===== src/rtl/pc_gen_if.sv =====
// pc_gen_if: fetch-side handshake and redirect bundle for the PC generator.
interface pc_gen_if #(
    parameter int XLEN  = 64,
    parameter int CNT_W = 32
);
    logic             enable_i;
    logic             fetch_ready_i;
    logic             branch_taken_i;
    logic [XLEN-1:0]  branch_target_i;
    logic             trap_i;
    logic [XLEN-1:0]  trap_vector_i;
    logic [XLEN-1:0]  pc_o;
    logic             pc_valid_o;
    logic             misaligned_o;
    logic [CNT_W-1:0] fetch_count_o;
    modport master (
        output enable_i, fetch_ready_i, branch_taken_i, branch_target_i, trap_i, trap_vector_i,
        input  pc_o, pc_valid_o, misaligned_o, fetch_count_o
    );
    modport slave (
        input  enable_i, fetch_ready_i, branch_taken_i, branch_target_i, trap_i, trap_vector_i,
        output pc_o, pc_valid_o, misaligned_o, fetch_count_o
    );
endinterface


===== src/rtl/pc_gen.sv =====
// pc_gen: program counter generator with fetch handshake, branch/trap redirect and misaligned-target fault.
module pc_gen #(
    parameter int              XLEN         = 64,
    parameter logic [XLEN-1:0] RESET_VECTOR = '0,
    parameter int              INSTR_BYTES  = 4,
    parameter int              CNT_W        = 32
) (
    input  logic     clk_in,
    input  logic     rst_in,
    pc_gen_if.slave  p
);
    typedef enum logic [1:0] {IDLE, RUN, FAULT} state_t;
    localparam logic [XLEN-1:0] LOW_MASK = XLEN'(INSTR_BYTES - 1);
    state_t           state_q, state_d;
    logic [XLEN-1:0]  pc_q, pc_d;
    logic             valid_q, valid_d;
    logic             mis_q, mis_d;
    logic [CNT_W-1:0] cnt_q, cnt_d;
    logic             xfer;
    always_comb begin
        xfer    = state_q == RUN && p.fetch_ready_i;
        state_d = state_q;
        pc_d    = pc_q;
        mis_d   = mis_q;
        cnt_d   = cnt_q + CNT_W'(xfer);
        if (state_q == IDLE) begin
            state_d = p.enable_i ? RUN : IDLE;
        end else if (p.trap_i) begin
            pc_d    = p.trap_vector_i & ~LOW_MASK;
            mis_d   = 1'b0;
            state_d = RUN;
        end else if (state_q == RUN && p.branch_taken_i) begin
            pc_d    = p.branch_target_i;
            // a target off instruction alignment parks the PC until a trap redirects it
            mis_d   = (p.branch_target_i & LOW_MASK) != '0;
            state_d = mis_d ? FAULT : RUN;
        end else if (xfer) begin
            pc_d = pc_q + XLEN'(INSTR_BYTES);
        end
        valid_d = state_d == RUN;
    end
    always_ff @(posedge clk_in or posedge rst_in) begin
        if (rst_in) begin
            state_q <= IDLE;
            pc_q    <= RESET_VECTOR;
            valid_q <= 1'b0;
            mis_q   <= 1'b0;
            cnt_q   <= '0;
        end else begin
            state_q <= state_d;
            pc_q    <= pc_d;
            valid_q <= valid_d;
            mis_q   <= mis_d;
            cnt_q   <= cnt_d;
        end
    end
    assign p.pc_o          = pc_q;
    assign p.pc_valid_o    = valid_q;
    assign p.misaligned_o  = mis_q;
    assign p.fetch_count_o = cnt_q;
endmodule


===== src/flat_wrapper.sv =====
// flat-port wrapper written by rule: the top's interface ports become plain ports
module pc_gen_flat 
#(
    parameter int              XLEN         = 64,
    parameter logic [XLEN-1:0] RESET_VECTOR = '0,
    parameter int              INSTR_BYTES  = 4,
    parameter int              CNT_W        = 32
)
  (clk_in, rst_in, p_enable_i, p_fetch_ready_i, p_branch_taken_i, p_branch_target_i, p_trap_i, p_trap_vector_i, p_pc_o, p_pc_valid_o, p_misaligned_o, p_fetch_count_o);
  pc_gen_if #(.XLEN(XLEN), .CNT_W(CNT_W)) p_i ();
  input  logic clk_in;
  input  logic rst_in;
  input wire logic [$bits(p_i.enable_i)-1:0] p_enable_i;
  input wire logic [$bits(p_i.fetch_ready_i)-1:0] p_fetch_ready_i;
  input wire logic [$bits(p_i.branch_taken_i)-1:0] p_branch_taken_i;
  input wire logic [$bits(p_i.branch_target_i)-1:0] p_branch_target_i;
  input wire logic [$bits(p_i.trap_i)-1:0] p_trap_i;
  input wire logic [$bits(p_i.trap_vector_i)-1:0] p_trap_vector_i;
  output wire logic [$bits(p_i.pc_o)-1:0] p_pc_o;
  output wire logic [$bits(p_i.pc_valid_o)-1:0] p_pc_valid_o;
  output wire logic [$bits(p_i.misaligned_o)-1:0] p_misaligned_o;
  output wire logic [$bits(p_i.fetch_count_o)-1:0] p_fetch_count_o;
  assign p_i.enable_i = p_enable_i;
  assign p_i.fetch_ready_i = p_fetch_ready_i;
  assign p_i.branch_taken_i = p_branch_taken_i;
  assign p_i.branch_target_i = p_branch_target_i;
  assign p_i.trap_i = p_trap_i;
  assign p_i.trap_vector_i = p_trap_vector_i;
  assign p_pc_o = p_i.pc_o;
  assign p_pc_valid_o = p_i.pc_valid_o;
  assign p_misaligned_o = p_i.misaligned_o;
  assign p_fetch_count_o = p_i.fetch_count_o;
  pc_gen #(.XLEN(XLEN), .RESET_VECTOR(RESET_VECTOR), .INSTR_BYTES(INSTR_BYTES), .CNT_W(CNT_W)) u_core (.clk_in(clk_in), .rst_in(rst_in), .p(p_i));
endmodule

===== config.mk =====
export PLATFORM = sky130hd
export DESIGN_NAME = pc_gen_flat
export DESIGN_NICKNAME = d
export VERILOG_FILES = /design/src/rtl/pc_gen_if.sv /design/src/rtl/pc_gen.sv /design/src/flat_wrapper.sv
export SDC_FILE = /design/constraint.sdc
export NUM_CORES = 1
export LEC_CHECK = 0
export CORE_MARGIN = 1
export CORE_UTILIZATION = 30
export DETAILED_ROUTE_END_ITERATION = 10
export PLACE_DENSITY = 0.6
export SLEW_MARGIN = 0
export SYNTH_ARGS = -nofsm -noshare
export SYNTH_HDL_FRONTEND = slang
export SYNTH_SLANG_ARGS = --single-unit

===== constraint.sdc =====
create_clock -name clk_in -period 6.85 [get_ports clk_in]
set_input_delay 2.055 -clock clk_in [delete_from_list [all_inputs] [get_ports clk_in]]
set_output_delay 2.055 -clock clk_in [all_outputs]
set_load 0.005 [all_outputs]

==> impl_metrics.json <==
{
  "nFillCells": 2080,
  "critPathKind": "in -> reg",
  "grt_max_degree": 103,
  "post-cts-setup-buffers": 0,
  "postRouteAntennaNets": 0,
  "tns_ps": 0,
  "drt_iter0_drc": 410,
  "place.gp.congestion": 0.8365,
  "yosys_warnings": 0,
  "cts_buffers": 9,
  "p_per_area_nw_per_um2": 327.0,
  "die-area_um2": 22320,
  "place_hpwl_mm": 17.08,
  "initial_core_util": 0.3082,
  "clk_pin_slew_ps": 80,
  "combPwrFrac": 0.435,
  "hold_buffers": 0,
  "syn-num-nets": 885,
  "min_from": "u_core.p.fetch_count_o[31]",
  "antennaDiodeCount": 0,
  "sw_frac_of_total": 0.4212,
  "syn_avg_cell_area_um2": 8.715,
  "status": "finished, final reports clean",
  "crit_path_end_kind": "register",
  "cp-start-kind": "input pin",
  "synth_top_area_share": 0.3839,
  "die_w_um": 149.4,
  "leakagePower_nw": 3.513,
  "fmax_mhz": 229.1,
  "yosysMostFrequentCell": "dfrtp_1",
  "routed_wirelength_mm": 23.46,
  "synth_commonest_cells": "100 x dfrtp_1, 63 x nand2_1, 55 x nand3_1",
  "async_flop_share": 1.000,
  "grt_pass1_wl_mm": 36.39,
  "finalHoldViolCount": 0,
  "grt_usage": 0.2101,
  "reg2reg_depth": 5,
  "grt.overflow.total": 0,
  "ys_seq_area_frac": 0.3839,
  "hold_depth": 1,
  "vias": 6885,
  "ys_ff_latch": 100,
  "first_pass_iters": 5,
  "critPathMaxFanout": 13,
  "r2r_end": "u_core.p.pc_o[41]",
  "ys_types": 68,
  "p_clk_frac": 0.167,
  "grt_pass1_vias": 6483,
  "coreArea_um2": 21150,
  "hold_path_end": "u_core.p.fetch_count_o[31]",
  "p_switching_mw": 1.286,
  "ir_drop_mv": 0.1474,
  "die_h_um": 149.4,
  "crit_arrival_ps": 4650,
  "hp-class": "reg -> reg",
  "route.detailed.drc": 0,
  "slew_viol_final": 0,
  "cp.required_ps": 7140,
  "syn_area_um2": 6519,
  "synthTopCellsByArea": "dfrtp_1 38%, a22oi_1 4.4%, nand3_1 4.2%",
  "final.period_utilization": 0.6373,
  "drive_gt1_frac": 0.05783,
  "worst_r2r_startpoint": "u_core.state_q[1]",
  "fin_worst_skew_ps": 8.718,
  "synth_top_cell_by_area": "dfrtp_1",
  "area_growth_pct": 43.21,
  "synth_flop_cell": "dfrtp_1",
  "cts_resized": 0,
  "finalCriticalPeriod_ps": 4365,
  "power.internal_mw": 1.767,
  "synth_edf_count": 0,
  "cts_tree": "yes",
  "rows": 53,
  "p_seq_frac": 0.398,
  "cts_root_buf": "clkbuf_16",
  "rsz0062_at_grt": "false",
  "setup_violations": 0,
  "antenna_found_initial": 0,
  "placement.io_buffers": 229,
  "final_nets": 1083,
  "slew_headroom": 0.3401,
  "r2r_slack_ps": 4160,
  "syn_inst": 748,
  "whs_ps": 474.6,
  "drv_cap": 0,
  "worst_slew_pin_slew_ps": 989.9,
  "insertion_delay_ps": 360,
  "cts.sinks": 100,
  "htree_levels": 3,
  "clk_path_buf_depth": 2,
  "wl_per_cell_um": 19.14,
  "vias_per_cell": 5.616,
  "boundaryPins": 232
}
-- how the worst max path moves through the flow --
stage | startpoint | end | slack, ps | cells past startpoint
4_1_cts | p_branch_taken_i | u_core.p.pc_o[41] | 2470 | 6
6_report | p_branch_taken_i | u_core.p.pc_o[41] | 2480 | 6
3_5_place_dp | p_branch_taken_i | u_core.p.pc_o[41] | 2090 | 6
5_1_grt | p_branch_taken_i | u_core.p.pc_o[44] | 2240 | 6
2_1_floorplan | rst_in | u_core.p.fetch_count_o[0] | 2180 | 1
3_3_place_gp | p_branch_taken_i | u_core.p.pc_o[41] | 2080 | 6
-- flip-flops by register name, summed over array words and instances (netlist names) --
signal / count
u_core.p.pc_o: 64
u_core.state_q: 2
u_core.p.fetch_count_o: 32
u_core.p.pc_valid_o: 1
u_core.p.misaligned_o: 1
-- metrics by stage --
stage | setup WS (ps) | area [um2] | power (mW) | instances | utilization
after floorplan | 2176 | 6519 | 1.759 | 748 | -
after global placement | 2085 | 9049 | 2.542 | 1210 | 0.4278
after detailed placement | 2091 | 9049 | 2.554 | 1210 | 0.4278
after CTS | 2467 | 9335 | 3.076 | 1226 | 0.4413
after global routing | 2240 | 9335 | 3.260 | 1226 | 0.4413
final | 2485 | 9335 | 3.052 | 1226 | 0.4413
-- cell type report --
class	count	area (um2)	area share
repair buffers	236	2352	0.2520
multi-input cells	583	3787	0.4057
flip-flops and latches	100	2502	0.2681
clock buffers	10	239.0	0.02560
clock inverters	6	47.55	0.005093
well taps	275	344.1	0.03686
inverters	16	62.56	0.006702
-- cell families (layout without fill, tap and decap cells) --
logic type | count (synthesis) | in the layout | synth area share
compound gates | 220 | 220 | 0.2357
xor+xnor | 30 | 30 | 0.04031
fa+ha+maj | 3 | 3 | 0.005759
buf+inv | 65 | 268 | 0.03973
flops | 100 | 100 | 0.3839
mux | 3 | 3 | 0.004798
simple gates | 327 | 327 | 0.2898
-- routing by layer --
| metal | track usage | share of wire | wire (um) |
|---|---|---|---|
| met5 | 0 | 0 | 0 |
| met4 | 0.05663 | 0.017 | 393 |
| met3 | 0.04634 | 0.068 | 1588 |
| met2 | 0.3347 | 0.46 | 10890 |
| met1 | 0.2849 | 0.45 | 10580 |
-- power groups by stage --
stage,logic [mW],registers (mW),clock network [mW]
floorplan,0.654,1.10,0
global placement,1.33,1.21,0
detailed placement,1.34,1.22,0
CTS,1.34,1.21,0.523
global route,1.45,1.26,0.546
finish,1.33,1.22,0.510
-- worst max-delay path: stages --
cell	delay [ps]
clkdlybuf4s50_1	500
nand3b_1	250
nand4_1	690
or2_2	570
or4_1	480
nand3_1	100
-- cell usage in the layout (no fill, tap or decap), types with 6 or more instances in the layout --
| cell type | Yosys | final |
|---|---|---|
| xnor2_1 | 23 | 23 |
| o311ai_0 | 9 | 9 |
| nor3_1 | 20 | 20 |
| nand2_1 | 63 | 62 |
| and3_1 | 26 | 26 |
| a22oi_1 | 38 | 38 |
| o21ai_0 | 38 | 38 |
| nand4_1 | 40 | 40 |
| a22o_1 | 7 | 7 |
| nor4_1 | 12 | 12 |
| o22ai_1 | 16 | 16 |
| or4_1 | 11 | 11 |
| nor2_1 | 54 | 54 |
| a221oi_1 | 8 | 8 |
| nand3_1 | 55 | 55 |
| and2_1 | 7 | 6 |
| and4_1 | 8 | 8 |
| buf_4 | 2 | 6 |
| a21oi_1 | 33 | 33 |
| inv_1 | 16 | 15 |
| dfrtp_1 | 100 | 100 |
| clkdlybuf4s50_1 | 0 | 228 |
| nand4_4 | 6 | 6 |
| o211ai_1 | 10 | 10 |
| clkbuf_16 | 0 | 9 |
| xor2_1 | 7 | 7 |
(Power assumes the default switching activity.)
